File: config.mk
export PLATFORM = sky130hd
export DESIGN_NAME = uart_cmd_ctrl
export DESIGN_NICKNAME = d
export VERILOG_FILES = /design/src/rtl/uart_cmd_ctrl.sv
export SDC_FILE = /design/constraint.sdc
export NUM_CORES = 1
export LEC_CHECK = 0
export ABC_AREA = 1
export CAP_MARGIN = 15
export CORE_MARGIN = 8
export CORE_UTILIZATION = 56
export CTS_CLUSTER_SIZE = 16
export DETAILED_ROUTE_END_ITERATION = 12
export GPL_ROUTABILITY_DRIVEN = 0
export PLACE_DENSITY = 0.84
export SYNTH_ARGS = -nofsm -noshare
export SYNTH_HDL_FRONTEND = slang
export SYNTH_SLANG_ARGS = --single-unit
File: constraint.sdc
create_clock -name clk -period 3.4 [get_ports clk]
set_input_delay 0.34 -clock clk [delete_from_list [all_inputs] [get_ports clk]]
set_output_delay 0.34 -clock clk [all_outputs]
set_load 0.01 [all_outputs]
File: src/rtl/uart_cmd_ctrl.sv
// uart_cmd_ctrl: turns single-byte commands popped from the UART rx FIFO into
// stopwatch run/clear controls, and streams a frozen time report (d2 d1 . d0
// followed by CR LF) into the UART tx FIFO.
module uart_cmd_ctrl #(
    parameter logic [7:0] CMD_GO   = 8'h67,
    parameter logic [7:0] CMD_STOP = 8'h73,
    parameter logic [7:0] CMD_CLR  = 8'h63,
    parameter logic [7:0] CMD_RPT  = 8'h72
) (
    input  logic       clk,
    input  logic       reset,
    input  logic       rx_empty,
    input  logic [7:0] r_data,
    output logic       rd_uart,
    input  logic       tx_full,
    output logic [7:0] w_data,
    output logic       wr_uart,
    input  logic [3:0] d2,
    input  logic [3:0] d1,
    input  logic [3:0] d0,
    output logic       go,
    output logic       clr,
    output logic       busy
);

    typedef enum logic [1:0] {
        ST_IDLE   = 2'd0,
        ST_DECODE = 2'd1,
        ST_SEND   = 2'd2
    } state_t;

    // Report is six bytes; an unrecognised command answers with a single '?'.
    localparam logic [2:0] RPT_LEN = 3'd6;
    localparam logic [2:0] UNK_LEN = 3'd1;

    state_t      state_r, state_nxt_s;
    logic [7:0]  cmd_r, cmd_nxt_s;
    logic [11:0] snap_r, snap_nxt_s;
    logic [2:0]  idx_r, idx_nxt_s;
    logic [2:0]  len_r, len_nxt_s;
    logic        go_r, go_nxt_s;
    logic        clr_r, clr_nxt_s;
    logic        rd_uart_s;
    logic        wr_uart_s;
    logic [7:0]  w_data_s;

    // ASCII for one nibble; values above 9 print as letters so bad BCD is visible.
    function automatic logic [7:0] hex_char(input logic [3:0] x);
        logic [7:0] ch;
        if (x <= 4'd9) begin
            ch = 8'h30 + {4'h0, x};
        end else begin
            ch = 8'h41 + ({4'h0, x} - 8'd10);
        end
        return ch;
    endfunction

    // Byte at position idx of the outgoing message built from the snapshot.
    function automatic logic [7:0] send_byte(input logic [11:0] snap,
                                             input logic [2:0]  idx,
                                             input logic [2:0]  len);
        logic [7:0] b;
        if (len == UNK_LEN) begin
            b = 8'h3F;
        end else begin
            case (idx)
                3'd0:    b = hex_char(snap[11:8]);
                3'd1:    b = hex_char(snap[7:4]);
                3'd2:    b = 8'h2E;
                3'd3:    b = hex_char(snap[3:0]);
                3'd4:    b = 8'h0D;
                3'd5:    b = 8'h0A;
                default: b = 8'h00;
            endcase
        end
        return b;
    endfunction

    // Next-state, datapath next values and the combinational FIFO strobes.
    always_comb begin
        state_nxt_s = state_r;
        cmd_nxt_s   = cmd_r;
        snap_nxt_s  = snap_r;
        idx_nxt_s   = idx_r;
        len_nxt_s   = len_r;
        go_nxt_s    = go_r;
        clr_nxt_s   = 1'b0;
        rd_uart_s   = 1'b0;
        wr_uart_s   = 1'b0;
        w_data_s    = 8'h00;

        case (state_r)
            ST_IDLE: begin
                if (!rx_empty) begin
                    rd_uart_s   = 1'b1;
                    cmd_nxt_s   = r_data;
                    state_nxt_s = ST_DECODE;
                end else begin
                    state_nxt_s = ST_IDLE;
                end
            end
            ST_DECODE: begin
                case (cmd_r)
                    CMD_GO: begin
                        go_nxt_s    = 1'b1;
                        state_nxt_s = ST_IDLE;
                    end
                    CMD_STOP: begin
                        go_nxt_s    = 1'b0;
                        state_nxt_s = ST_IDLE;
                    end
                    CMD_CLR: begin
                        clr_nxt_s   = 1'b1;
                        state_nxt_s = ST_IDLE;
                    end
                    CMD_RPT: begin
                        snap_nxt_s  = {d2, d1, d0};
                        idx_nxt_s   = 3'd0;
                        len_nxt_s   = RPT_LEN;
                        state_nxt_s = ST_SEND;
                    end
                    default: begin
                        idx_nxt_s   = 3'd0;
                        len_nxt_s   = UNK_LEN;
                        state_nxt_s = ST_SEND;
                    end
                endcase
            end
            ST_SEND: begin
                // Data depends only on registered snapshot/index, so it holds during a stall.
                w_data_s = send_byte(snap_r, idx_r, len_r);
                if (!tx_full) begin
                    wr_uart_s = 1'b1;
                    if (idx_r == (len_r - 3'd1)) begin
                        idx_nxt_s   = 3'd0;
                        state_nxt_s = ST_IDLE;
                    end else begin
                        idx_nxt_s   = idx_r + 3'd1;
                        state_nxt_s = ST_SEND;
                    end
                end else begin
                    wr_uart_s   = 1'b0;
                    state_nxt_s = ST_SEND;
                end
            end
            default: begin
                state_nxt_s = ST_IDLE;
            end
        endcase
    end

    // State and datapath registers with synchronous reset.
    always_ff @(posedge clk) begin
        if (reset) begin
            state_r <= ST_IDLE;
            cmd_r   <= 8'h00;
            snap_r  <= 12'h000;
            idx_r   <= 3'd0;
            len_r   <= 3'd0;
            go_r    <= 1'b0;
            clr_r   <= 1'b0;
        end else begin
            state_r <= state_nxt_s;
            cmd_r   <= cmd_nxt_s;
            snap_r  <= snap_nxt_s;
            idx_r   <= idx_nxt_s;
            len_r   <= len_nxt_s;
            go_r    <= go_nxt_s;
            clr_r   <= clr_nxt_s;
        end
    end

    assign rd_uart = rd_uart_s;
    assign wr_uart = wr_uart_s;
    assign w_data  = w_data_s;
    assign go      = go_r;
    assign clr     = clr_r;
    assign busy    = (state_r != ST_IDLE);

endmodule

=== Yosys cells after proc, flatten, opt, wreduce, memory -nomap -nowiden ===
Index checks and enable logic that the tools add are counted.

* Output and inout port bits: 13
* Bits in registers: 30

* Equal/unequal tests: 15
* Bitwise gates (word level): 3
* Add/subtract/negate cells: 11
* Multiplexer cells: 22
* Reduce and logical (&&, ||, !) cells: 12
* Order comparisons: 3

{| class="wikitable"
|+ Operators by type and width
! cell !! count
|-
| one-hot mux 8 bit (6 select lines) || 1
|-
| two-way mux 8 bit || 5
|-
| equality test 8 x 7 -> 1 bit (second input constant) || 4
|-
| adder 7 x 8 -> 8 bit (first input constant) || 3
|-
| adder 6 x 4 -> 7 bit (first input constant) || 3
|-
| subtractor 4 x 4 -> 5 bit (second input constant) || 3
|-
| less-or-equal comparator 4 bit (second input constant) || 3
|-
| one-hot mux 3 bit (2 select lines) || 2
|-
| two-way mux 3 bit || 3
|-
| AND reduction 2 bit || 4
|-
| equality test 3 x 1 -> 1 bit (second input constant) || 2
|-
| equality test 3 x 2 -> 1 bit (second input constant) || 2
|-
| equality test 3 bit (second input constant) || 2
|-
| two-way mux 1 bit || 6
|-
| two-way mux 2 bit || 3
|-
| one-hot mux 2 bit (3 select lines) || 1
|-
| nonzero test 2 bit || 3
|-
| != test 2 bit (second input constant) || 2
|-
| adder 3 x 1 -> 3 bit (second input constant) || 1
|-
| equality test 3 bit || 1
|-
| logical NOT 3 bit || 1
|-
| inverter 1 bit || 3
|-
| AND reduction 3 bit || 1
|-
| OR reduction 3 bit || 1
|-
| 6 further kinds || 6
|}

=== Longest topological paths before layout ===
* Depth after elaboration: 6
* Mapped depth: 12

=== Worst setup path after synthesis ===
OpenSTA, ideal clock, no wires.

* Kind: register to output
* Start: reg snap_r[1]
* End: out w_data[1]
* Data required time: 3060 ps
* Slack: 1622 ps
* Cell stages (with the launch flop): 10
* Arrival time: 1438 ps
* Path through: dfxtp_1 > inv_1 > ha_1 > o21ai_0 > nand2_1 > nand2_1 > nand3_1 > nand2_1 > nor2_1 > a21oi_1

* Cells in the longest elaborated chain, start to end: 6
* Elaborated cells on any way between the ends: 8
* Classes of those cells: 3 x add/sub; 1 x order compare; 4 x mux

{| class="wikitable"
|+ RTL lines
! item !! RTL line !! RTL
|-
| start: declaration || 38 || <nowiki>logic [11:0] snap_r, snap_nxt_s;</nowiki>
|-
| start signal: assignment || 165 || <nowiki>snap_r <= snap_nxt_s;</nowiki>
|-
| subtractor 4 x 4 -> 5 bit || 53 || <nowiki>ch = 8'h41 + ({4'h0, x} - 8'd10);</nowiki>
|-
| adder 7 x 8 -> 8 bit || 53 ||
|-
| two-way mux 8 bit (*) || 50 || <nowiki>if (x <= 4'd9) begin</nowiki>
|-
| one-hot mux 8 bit (6 select lines) (*) || 66 || <nowiki>case (idx)</nowiki>
|-
| two-way mux 8 bit (*) || 63 || <nowiki>if (len == UNK_LEN) begin</nowiki>
|-
| two-way mux 8 bit (*) || 92 || <nowiki>case (state_r)</nowiki>
|-
| end: declaration || 16 || <nowiki>output logic [7:0] w_data,</nowiki>
|}

Mark *: on every way between the ends. The rest lies on a longest branch, timed or not.

=== Worst setup path after layout ===
* Start: reg snap_r[5]
* End: out w_data[4]

The elaborated chain is that of the path after synthesis.

==> results.ini <==
[outcome]
outcome = completed

[drt]
ant_nets = 0
drt-total-wl_mm = 4.97
drt_iter0_drc = 130
drc = 0
vias = 2190
wl_per_cell_um = 11.7
first_pass_iters = 4
vias_per_cell = 5.18

[place]
preCtsSetupSlack_ns = 0.989
io_buffers = 35
dp.cells = 415
place_hpwl_mm = 3.97
placed_cell_area_sq_um = 2520

[clock_network]
postCtsResizedCells = 0
clock_latency_ns = 0.29
hold_buffers = 0
cts_sinks = 29
cts_tree = done
path_clk_slew_ns = 0.07
htree_levels = 2
cts_buffers = 5
clockBufferDepth = 2
root_buffer = clkbuf_8
post_cts_buffers = 0

[floorplanning]
design.die.area_sq_um = 6090
die_y_um = 78.1
die_w_um = 78.1
initial_core_util_pct = 58.5
core-area_sq_um = 3690
io_pins = 37
num_rows = 22

[global_routing]
grt_max_degree = 25
grt_pass1_wl_mm = 8.61
gr-total-overflow = 0
antenna_found_initial = 0
grt_pass1_vias = 2062
grt_usage_pct = 16.7

[worst_setup_path]
cp-start-kind = flip-flop
cp_top_family = buffers and inverters
crit_required_ns = 3.06
r2r-end = snap_r[0]
max_stage_delay_ns = 0.50
crit_path_cell_trace = inv_1 -> ha_1 -> o21ai_0 -> nand2_1 -> inv_1 -> nand3_1 -> nand2_1 -> nand3_1 -> nor2_1 -> nor2_1 -> clkdlybuf4s50_1
path_depth = 11
worstRegToRegCells = 5
critical_path_class = flip-flop to primary output
path_buf_inv = 3
arrival_ns = 2.39
worst-path-max-fanout = 6
timing.rr.start = cmd_r[1]
critPathLaunch = snap_r[5]
endpoint = w_data[4]
ff2ff_setup_slack_ns = 1.72
cp-end-kind = primary output
slowest_stage = clkdlybuf4s50_1

[timing]
worst_slack_ns = 0.671
max_freq_ghz = 0.366
rsz0062_at_grt = no
max_slew_margin_pct = 57.9
setup_viol = 0
finClkSkew_ns = 0.00865
period_needed_ns = 2.73
finalCritPeriodShare_pct = 80.3
finalHoldViolations = 0
tightestPinTransition_ns = 0.630
fin_tns_setup_ns = 0
drv_slew = 0

[layout]
design_area_sq_um = 2600
final_common_cell = nand2_1
drive_above_1_share_pct = 5.33
final_cell_mix = nand2_1 (89), inv_1 (46), nor2_1 (37)
final_cells = 423
area_growth_pct = 20.7
finalNetCount = 417
num_antenna_cells = 0

[logic_synthesis]
synthesis.instances = 338
syn_area_sq_um = 2160
ys_ff_latch = 29
yosysSeqAreaShare_pct = 26.9
syn_area_per_cell_sq_um = 6.38
yosys_warnings = 0
synth_cell_types = 29
synthesis.nets = 381

[pwr]
power_leakage_nw = 1.27
p_total_w = 0.000782
vdd_ir_drop_max_uv = 250
p_per_area_nw_per_um2 = 301

[run]
max_cap_viol_count = 0

[worst_hold_path]
min_path_cells = 2
min_path_type = flip-flop to flip-flop
hp-start = cmd_r[7]

==> flip-flops by register name (all words and copies together), names as in the netlist <==
register  flops
go            1
cmd_r         8
len_r         2
snap_r       12
clr           1
idx_r         3
state_r       2
==> worst register-to-register path, cell delays in order (launching register included) <==
cell     delay (ns)
dfxtp_1        0.38
inv_2          0.07
nor4_4         0.25
nand3_2        0.42
o21ai_0        0.39
a21oi_1        0.06
==> kinds of logic after synthesis <==
family,share of synthesized area (%)
AOI/OAI and AO/OA,12.9
xor gates and xnor gates,2.44
adders and majority gates,11.0
buffers and inverters,10.5
DFF,26.9
other,0.174
and+or+nand+nor,36.0
==> Yosys cell counts (all sizes together) <==
library cell	number	area [sq um]
a21oi	27	135
buf	5	42.5
clkbuf	1	3.75
conb	1	3.75
dfxtp	29	581
ha	19	238
inv	48	180
nand2	91	347
nand3	35	180
nand3b	1	7.51
nand4	5	37.5
nor2	40	168
nor3	2	10.0
nor4	2	27.5
o21ai	25	136
o21bai	1	7.51
xnor2	1	8.76
xor2	5	43.8
==> per-layer routing <==
layer  vias up  share of wire, %  GRT usage (%)
met5         -                 0              0
met4         0               1.6           6.30
met3        11               7.9           5.92
met2        61                46           27.5
met1       967                45           19.4
li1       1151                 -              -
==> worst min path at each step <==
stage                     endpoint  slack [ns]
after floorplan           idx_r[1]        0.41
after global placement    cmd_r[4]        0.46
after detailed placement  cmd_r[7]        0.47
after CTS                 cmd_r[4]        0.49
after global routing      cmd_r[4]        0.52
final                     cmd_r[7]        0.48
==> final cells by class <==
class	instances	area (sq um)
multi-input combinational	255	1350
fill	320	1080
timing repair buffer	35	350
clock buffer	6	72.6
tap	48	60.1
sequential	29	581
inverter	48	180
clock inverter	2	10.0
==> through the flow <==
stage	utilization, %	hold WS [ns]
after floorplan	-	0.409
after global placement	68.4	0.461
after detailed placement	68.4	0.474
after CTS	70.6	0.486
after global routing	70.6	0.521
final	70.6	0.480
==> power breakdown <==
part	internal [W]	leakage, nW	switching (W)	total, W
registers	0.000355	0.236	0.0000143	0.000369
clock network	0.000141	0.0450	0.000132	0.000273
logic	0.0000651	0.989	0.0000750	0.000140
total	0.000561	1.27	0.000221	0.000782
Note: power is estimated with default switching activity, not from simulation.
